**config.mk**
```make
export PLATFORM = sky130hd
export DESIGN_NAME = tpm_host_driver
export DESIGN_NICKNAME = d
export VERILOG_FILES = /design/src/rtl/tpm_host_driver.sv
export SDC_FILE = /design/constraint.sdc
export NUM_CORES = 2
export LEC_CHECK = 0
export BUFFER_PORTS_ARGS = -buffer_cell sky130_fd_sc_hd__buf_2
export CAP_MARGIN = 20
export CORE_AREA = 2 2 456 458
export CTS_BUF_LIST = sky130_fd_sc_hd__clkbuf_4
export CTS_CLUSTER_SIZE = 10
export DETAILED_ROUTE_END_ITERATION = 7
export DIE_AREA = 0 0 458 460
export RECOVER_POWER = 25
export SLEW_MARGIN = 40
export SYNTH_ARGS = -nofsm -noshare
export SYNTH_HDL_FRONTEND = slang
export SYNTH_SLANG_ARGS = --single-unit
```
**constraint.sdc**
```tcl
create_clock -name i_clk -period 37.8 [get_ports i_clk]
set_input_delay 1.89 -clock i_clk [delete_from_list [all_inputs] [get_ports i_clk]]
set_output_delay 1.89 -clock i_clk [all_outputs]
set_load 0.02 [all_outputs]
```
**src/rtl/tpm_host_driver.sv**
```systemverilog
// tpm_host_driver
//   Hardware initiator for the TPM accelerator's slave-register command protocol.
//   Takes one high-level request at a time (RNG, SHA-1 init block, SHA-1 next block),
//   issues the opcode sequence (load1, load2, init/next, or a single RNG command)
//   through the command registers, waits for the result registers, and returns the
//   digest or random word on a valid/ready response port.
//
// Ports
//   i_clk, i_rst                 clock, asynchronous active-high reset
//   i_req_valid / o_req_ready    request handshake; i_req_op selects the operation
//                                (0 RNG, 1 SHA init, 2 SHA next, 3 illegal)
//   i_req_block                  SHA block, ignored for RNG
//   o_resp_valid / i_resp_ready  response handshake
//   o_resp_data, o_resp_error    digest or zero-extended RNG word; timeout/illegal flag
//   o_cmd_status, o_cmd_arg0..7  command registers towards the target
//   i_rsp_status, i_rsp_arg0..4  response registers from the target
//   i_status_clear               target's command-consumed pulse
module tpm_host_driver #(
    parameter int unsigned C_REG_SIZE        = 32,
    parameter int unsigned C_SHA_CHUNK_SIZE  = 512,
    parameter int unsigned C_SHA_DIGEST_SIZE = 160,
    parameter int unsigned C_RNG_SIZE        = 32,
    parameter int unsigned C_TIMEOUT         = 65535
) (
    input  logic                         i_clk,
    input  logic                         i_rst,
    input  logic                         i_req_valid,
    output logic                         o_req_ready,
    input  logic [1:0]                   i_req_op,
    input  logic [C_SHA_CHUNK_SIZE-1:0]  i_req_block,
    output logic                         o_resp_valid,
    input  logic                         i_resp_ready,
    output logic [C_SHA_DIGEST_SIZE-1:0] o_resp_data,
    output logic                         o_resp_error,
    output logic [C_REG_SIZE-1:0]        o_cmd_status,
    output logic [C_REG_SIZE-1:0]        o_cmd_arg0,
    output logic [C_REG_SIZE-1:0]        o_cmd_arg1,
    output logic [C_REG_SIZE-1:0]        o_cmd_arg2,
    output logic [C_REG_SIZE-1:0]        o_cmd_arg3,
    output logic [C_REG_SIZE-1:0]        o_cmd_arg4,
    output logic [C_REG_SIZE-1:0]        o_cmd_arg5,
    output logic [C_REG_SIZE-1:0]        o_cmd_arg6,
    output logic [C_REG_SIZE-1:0]        o_cmd_arg7,
    input  logic [C_REG_SIZE-1:0]        i_rsp_status,
    input  logic [C_REG_SIZE-1:0]        i_rsp_arg0,
    input  logic [C_REG_SIZE-1:0]        i_rsp_arg1,
    input  logic [C_REG_SIZE-1:0]        i_rsp_arg2,
    input  logic [C_REG_SIZE-1:0]        i_rsp_arg3,
    input  logic [C_REG_SIZE-1:0]        i_rsp_arg4,
    input  logic                         i_status_clear
);

    localparam int unsigned       C_TMR_W    = $clog2(C_TIMEOUT + 1);
    localparam logic [C_TMR_W-1:0] C_TMR_LAST = C_TMR_W'(C_TIMEOUT - 1);

    typedef enum logic [2:0] {
        StIdle,
        StLoad1,
        StLoad2,
        StStart,
        StWait,
        StResp
    } state_e;

    state_e                       r_state;
    logic [1:0]                   r_op;
    logic [C_SHA_CHUNK_SIZE-1:0]  r_block;
    logic [4:0]                   r_opcode;
    logic [C_REG_SIZE-1:0]        r_args [8];
    logic [C_SHA_DIGEST_SIZE-1:0] r_resp_data;
    logic                         r_resp_error;
    logic [C_TMR_W-1:0]           r_timer;
    logic                         r_clr_q;

    state_e                       w_state_d;
    logic [1:0]                   w_op_d;
    logic [C_SHA_CHUNK_SIZE-1:0]  w_block_d;
    logic [4:0]                   w_opcode_d;
    logic [C_REG_SIZE-1:0]        w_args_d [8];
    logic [C_SHA_DIGEST_SIZE-1:0] w_resp_data_d;
    logic                         w_resp_error_d;
    logic [C_TMR_W-1:0]           w_timer_d;

    logic                         w_ack;
    logic                         w_expired;
    logic                         w_issue;
    logic                         w_counting;
    logic                         w_result_ready;
    logic [C_SHA_DIGEST_SIZE-1:0] w_rng_data;
    logic [C_SHA_DIGEST_SIZE-1:0] w_sha_data;
    logic                         w_unused;

    // Only a rising edge of status_clear acknowledges, so a level left high by the
    // previous command cannot retire the next one.
    assign w_ack          = i_status_clear && !r_clr_q;
    assign w_expired      = (r_timer == C_TMR_LAST);
    assign w_issue        = (r_state == StLoad1) || (r_state == StLoad2) || (r_state == StStart);
    assign w_counting     = w_issue || (r_state == StWait);
    assign w_result_ready = (i_rsp_status[1:0] == 2'b11);
    assign w_sha_data     = C_SHA_DIGEST_SIZE'({i_rsp_arg4, i_rsp_arg3, i_rsp_arg2,
                                                i_rsp_arg1, i_rsp_arg0});
    assign w_unused       = ^i_rsp_status[C_REG_SIZE-1:2];

    always_comb begin
        w_rng_data                   = '0;
        w_rng_data[C_RNG_SIZE-1:0]   = i_rsp_arg0[C_RNG_SIZE-1:0];
    end

    always_comb begin
        w_state_d      = r_state;
        w_op_d         = r_op;
        w_block_d      = r_block;
        w_resp_data_d  = r_resp_data;
        w_resp_error_d = r_resp_error;

        case (r_state)
            StIdle: begin
                if (i_req_valid) begin
                    w_op_d    = i_req_op;
                    w_block_d = i_req_block;
                    case (i_req_op)
                        2'd0:       w_state_d = StStart;
                        2'd1, 2'd2: w_state_d = StLoad1;
                        default: begin
                            w_state_d      = StResp;
                            w_resp_error_d = 1'b1;
                            w_resp_data_d  = '0;
                        end
                    endcase
                end
            end
            StLoad1, StLoad2, StStart: begin
                // Ack wins over a simultaneous expiry.
                if (w_ack) begin
                    if (r_state == StLoad1) begin
                        w_state_d = StLoad2;
                    end else if (r_state == StLoad2) begin
                        w_state_d = StStart;
                    end else begin
                        w_state_d = StWait;
                    end
                end else if (w_expired) begin
                    w_state_d      = StResp;
                    w_resp_error_d = 1'b1;
                    w_resp_data_d  = '0;
                end
            end
            StWait: begin
                if (w_result_ready) begin
                    w_state_d      = StResp;
                    w_resp_error_d = 1'b0;
                    w_resp_data_d  = (r_op == 2'd0) ? w_rng_data : w_sha_data;
                end else if (w_expired) begin
                    w_state_d      = StResp;
                    w_resp_error_d = 1'b1;
                    w_resp_data_d  = '0;
                end
            end
            StResp: begin
                if (i_resp_ready) begin
                    w_state_d = StIdle;
                end
            end
            default: w_state_d = StIdle;
        endcase

        // Command registers are a function of the state being entered, so they are
        // loaded on entry and stay constant for the whole issue state.
        w_opcode_d = '0;
        for (int i = 0; i < 8; i++) begin
            w_args_d[i] = '0;
        end
        case (w_state_d)
            StLoad1: begin
                w_opcode_d = 5'd1;
                for (int i = 0; i < 8; i++) begin
                    w_args_d[i] = w_block_d[C_REG_SIZE*i +: C_REG_SIZE];
                end
            end
            StLoad2: begin
                w_opcode_d = 5'd2;
                for (int i = 0; i < 8; i++) begin
                    w_args_d[i] = w_block_d[C_REG_SIZE*(8+i) +: C_REG_SIZE];
                end
            end
            StStart: begin
                case (w_op_d)
                    2'd1:    w_opcode_d = 5'd3;
                    2'd2:    w_opcode_d = 5'd4;
                    default: w_opcode_d = 5'd0;
                endcase
            end
            default: ;
        endcase

        // Timer restarts on every state change.
        if (w_state_d != r_state) begin
            w_timer_d = '0;
        end else if (w_counting) begin
            w_timer_d = r_timer + 1'b1;
        end else begin
            w_timer_d = '0;
        end
    end

    always_ff @(posedge i_clk or posedge i_rst) begin
        if (i_rst) begin
            r_state      <= StIdle;
            r_op         <= '0;
            r_block      <= '0;
            r_opcode     <= '0;
            for (int i = 0; i < 8; i++) begin
                r_args[i] <= '0;
            end
            r_resp_data  <= '0;
            r_resp_error <= 1'b0;
            r_timer      <= '0;
            r_clr_q      <= 1'b0;
        end else begin
            r_state      <= w_state_d;
            r_op         <= w_op_d;
            r_block      <= w_block_d;
            r_opcode     <= w_opcode_d;
            r_args       <= w_args_d;
            r_resp_data  <= w_resp_data_d;
            r_resp_error <= w_resp_error_d;
            r_timer      <= w_timer_d;
            r_clr_q      <= i_status_clear;
        end
    end

    assign o_req_ready  = (r_state == StIdle);
    assign o_resp_valid = (r_state == StResp);
    assign o_resp_data  = r_resp_data;
    assign o_resp_error = r_resp_error;
    // Valid is gated combinationally so the target never sees it on the edge after
    // it consumed a command.
    assign o_cmd_status = {{(C_REG_SIZE-6){1'b0}}, r_opcode, w_issue && !i_status_clear};
    assign o_cmd_arg0   = r_args[0];
    assign o_cmd_arg1   = r_args[1];
    assign o_cmd_arg2   = r_args[2];
    assign o_cmd_arg3   = r_args[3];
    assign o_cmd_arg4   = r_args[4];
    assign o_cmd_arg5   = r_args[5];
    assign o_cmd_arg6   = r_args[6];
    assign o_cmd_arg7   = r_args[7];

endmodule

```
==> run summary <==
Unique masters post-synth - 45
Synth Instances - 2732
Non-Filler Instances - 6882
post-route ant nets - 0
die area - 0.211 mm^2
die width - 458 um
adder-cell share of the synthesized area - 0.000674
max frequency - 93.2 MHz
worst-skew pair later-pin latency - 1250 ps
Top FF cell, synth - dfrtp_1
Initial Util - 0.180
Synth Register Bits - 954
CP Launch Type - primary input
CP startpoint - i_rst
max_slew headroom - -2.52
Final Max Slew Viols - 678
Hold Vio Cnt, Final - 0
DRC - 0
post-place instance area - 0.0453 mm^2
worst-margin pin slew - 5290 ps
fin nets - 4676
Synth Cell Area - 0.0371 mm^2
WP data arrival - 10740 ps
largest net degree at the start of global routing - 150
hold_ws - 485 ps
static leakage - 0.0225 uW
R2R depth - 7
max_cap viols - 11
Pre-antenna DRT Iters - 5
vias per cell - 4.19
Cell Pwr Density - 92.8 mW/mm^2
Setup Buffers After CTS - 0
final wirelength - 170000 um
most frequent cells in the layout - buf_2 (1102), dfrtp_1 (954), mux2_2 (450)
reg-to-reg startpoint - r_state[0]
PostCTS Resize Cnt - 0
Die Ht - 460 um
post-cts hold buffer count - 0
Crit-path slowest cell - clkbuf_1
Num CTS Buffers - 293
complex-gate fraction of the synthesized area - 0.116
failing checks - max-capacitance violations, max-slew violations
CP peak stage delay - 3740 ps
crit-path most repeated cell - clkbuf_1
Peak VDD IR - 0.0647 mV
Post-synth EDFFs - 0
Vias - 28800
Post-Synth Simple-Gate Area - 0.0429
multiplexer area fraction after synthesis - 0.156
Area growth syn-to-layout - 31.7%
commonest non-fill, non-tap cell in the layout - buf_2
Avg Inst Size Synth - 13.6 um^2
Setup violations, final - 0
CP Data Required Time - 37810 ps
# rows - 167
Core Region - 0.206 mm^2
Critical Path Fanout Max - 104
global-route wire length before repair - 233000 um
crit path kind - in2async
CTS root buf - clkbuf_4
outcome - finished, violations left
critical path, cell by cell - buf_2, clkinvlp_2, clkbuf_1, clkbuf_1, clkbuf_1
mean routed wirelength per cell - 24.7 um
Final Util - 0.237
Clock Sink Count - 954
Synthesis Warnings - 0
clock transition at the registers of the reported paths - 60 ps
GP Congestion - 0.921
share of layout cells above drive strength 1 - 0.490
gr usage total - 0.156
Seq/Total Area, Yosys - 0.643
CTS tree - built
cell area after layout - 0.0489 mm^2
placed cells - 6367
Min-Delay Path Class - reg2reg
RSZ-0062 raised after global routing - false
combinational family with the most area after synthesis - multiplexers
Clock Skew - 122 ps
dpl hpwl - 127000 um
initial antenna violation count - 39
CP endpoint kind - async pin
Min Clock Period, post-route - 10730 ps
gr ovfl total - 0
hold path startpoint - r_block[489]
period utilization - 0.284
Synth Area in XOR/XNOR - 0.00354
initial DRC count - 2282
number of global-route vias before repair - 30000
async set or reset register ratio after synthesis - 1.00
IO buf count - 1103
hold path depth - 1
TNS Setup - 0 ps
H-tree depth - 5
clock buffer depth - 4
I/O pins - 1162
-- flip-flops by register name, summed over array words and instances, names as in the netlist --
signal / cells
o_cmd_arg3: 32
r_state: 3
r_block: 512
r_opcode: 3
o_cmd_arg1: 32
o_resp_data: 160
o_cmd_arg5: 32
o_resp_error: 1
o_cmd_arg7: 32
o_cmd_arg4: 32
r_clr_q: 1
o_cmd_arg2: 32
o_cmd_arg0: 32
r_timer: 16
o_cmd_arg6: 32
r_op: 2
-- cells by family after synthesis --
kind of cell,after synthesis
other cells,1
compound gates,596
fa+ha+maj,2
mux,515
buf+inv,251
simple gates,398
flops,954
xor+xnor,15
-- cells in the mapped netlist, types with 2 or more instances --
library cell,count,share of area
buf_4,28,0.0057
clkbuf_1,84,0.0085
inv_1,7,0.00071
a21oi_1,163,0.022
ha_1,2,0.00067
buf_6,27,0.0082
nor2b_1,3,0.00051
and2_1,2,0.00034
dfrtp_1,954,0.64
buf_2,96,0.013
o21ai_1,71,0.0096
nand2b_1,3,0.00051
a2bb2oi_1,4,0.00094
o21ai_0,91,0.012
nand4_1,3,0.00051
xnor2_1,5,0.0012
nor3_1,3,0.00040
mux2_2,515,0.16
nand2_1,331,0.033
nor2_1,31,0.0031
nand3_1,12,0.0016
buf_1,9,0.00091
xor2_1,10,0.0024
a32o_1,256,0.069
o22a_1,2,0.00047
-- area by class of cell --
type	count	area, um^2
Fill cell	22000	157000
Tap cell	2704	3380
Sequential cell	954	23900
Inverter	7	27.5
Clock inverter	59	332
Clock buffer	410	3080
Multi-Input combinational cell	1554	12000
Antenna cell	41	103
Timing Repair Buffer	1153	6040
-- power by group --
group          internal, uW  leakage [uW]  switching [uW]
Clock                   520       0.00206             472
Combinational           705       0.00846            1170
Sequential             1490        0.0120             179
Total                  2710        0.0225            1830
-- worst max-delay path: cells and delay by family --
family                 cells  cell delay (ps)
buffers and inverters      5             8630
-- layer usage --
layer,up-vias,global-route usage,routed length (um)
met2,1389,0.230,73600
li1,12500,-,-
met1,14600,0.186,67500
met4,12,0.0596,5690
met3,319,0.0914,23000
met5,-,0,79
-- final timing paths --
check | end | slack, ps
max in group i_clk | o_cmd_arg6[17] | 30920
worst min-delay path | r_block[489] | 480
worst max-delay path | r_block[342] | 27070
min in group asynchronous | o_cmd_arg3[0] | 2210
worst max register to register | o_cmd_arg6[17] | 31020
worst min register to register | r_block[489] | 480
-- metrics by stage --
step | total power (uW) | setup slack [ps]
4_1_cts | 4620 | 33020
5_1_grt | 4840 | 25080
2_1_floorplan | 2840 | 9080
3_3_place_gp | 3540 | 31220
6_report | 4540 | 27070
3_5_place_dp | 3590 | 31670
Power figures use the tool's default switching activity.
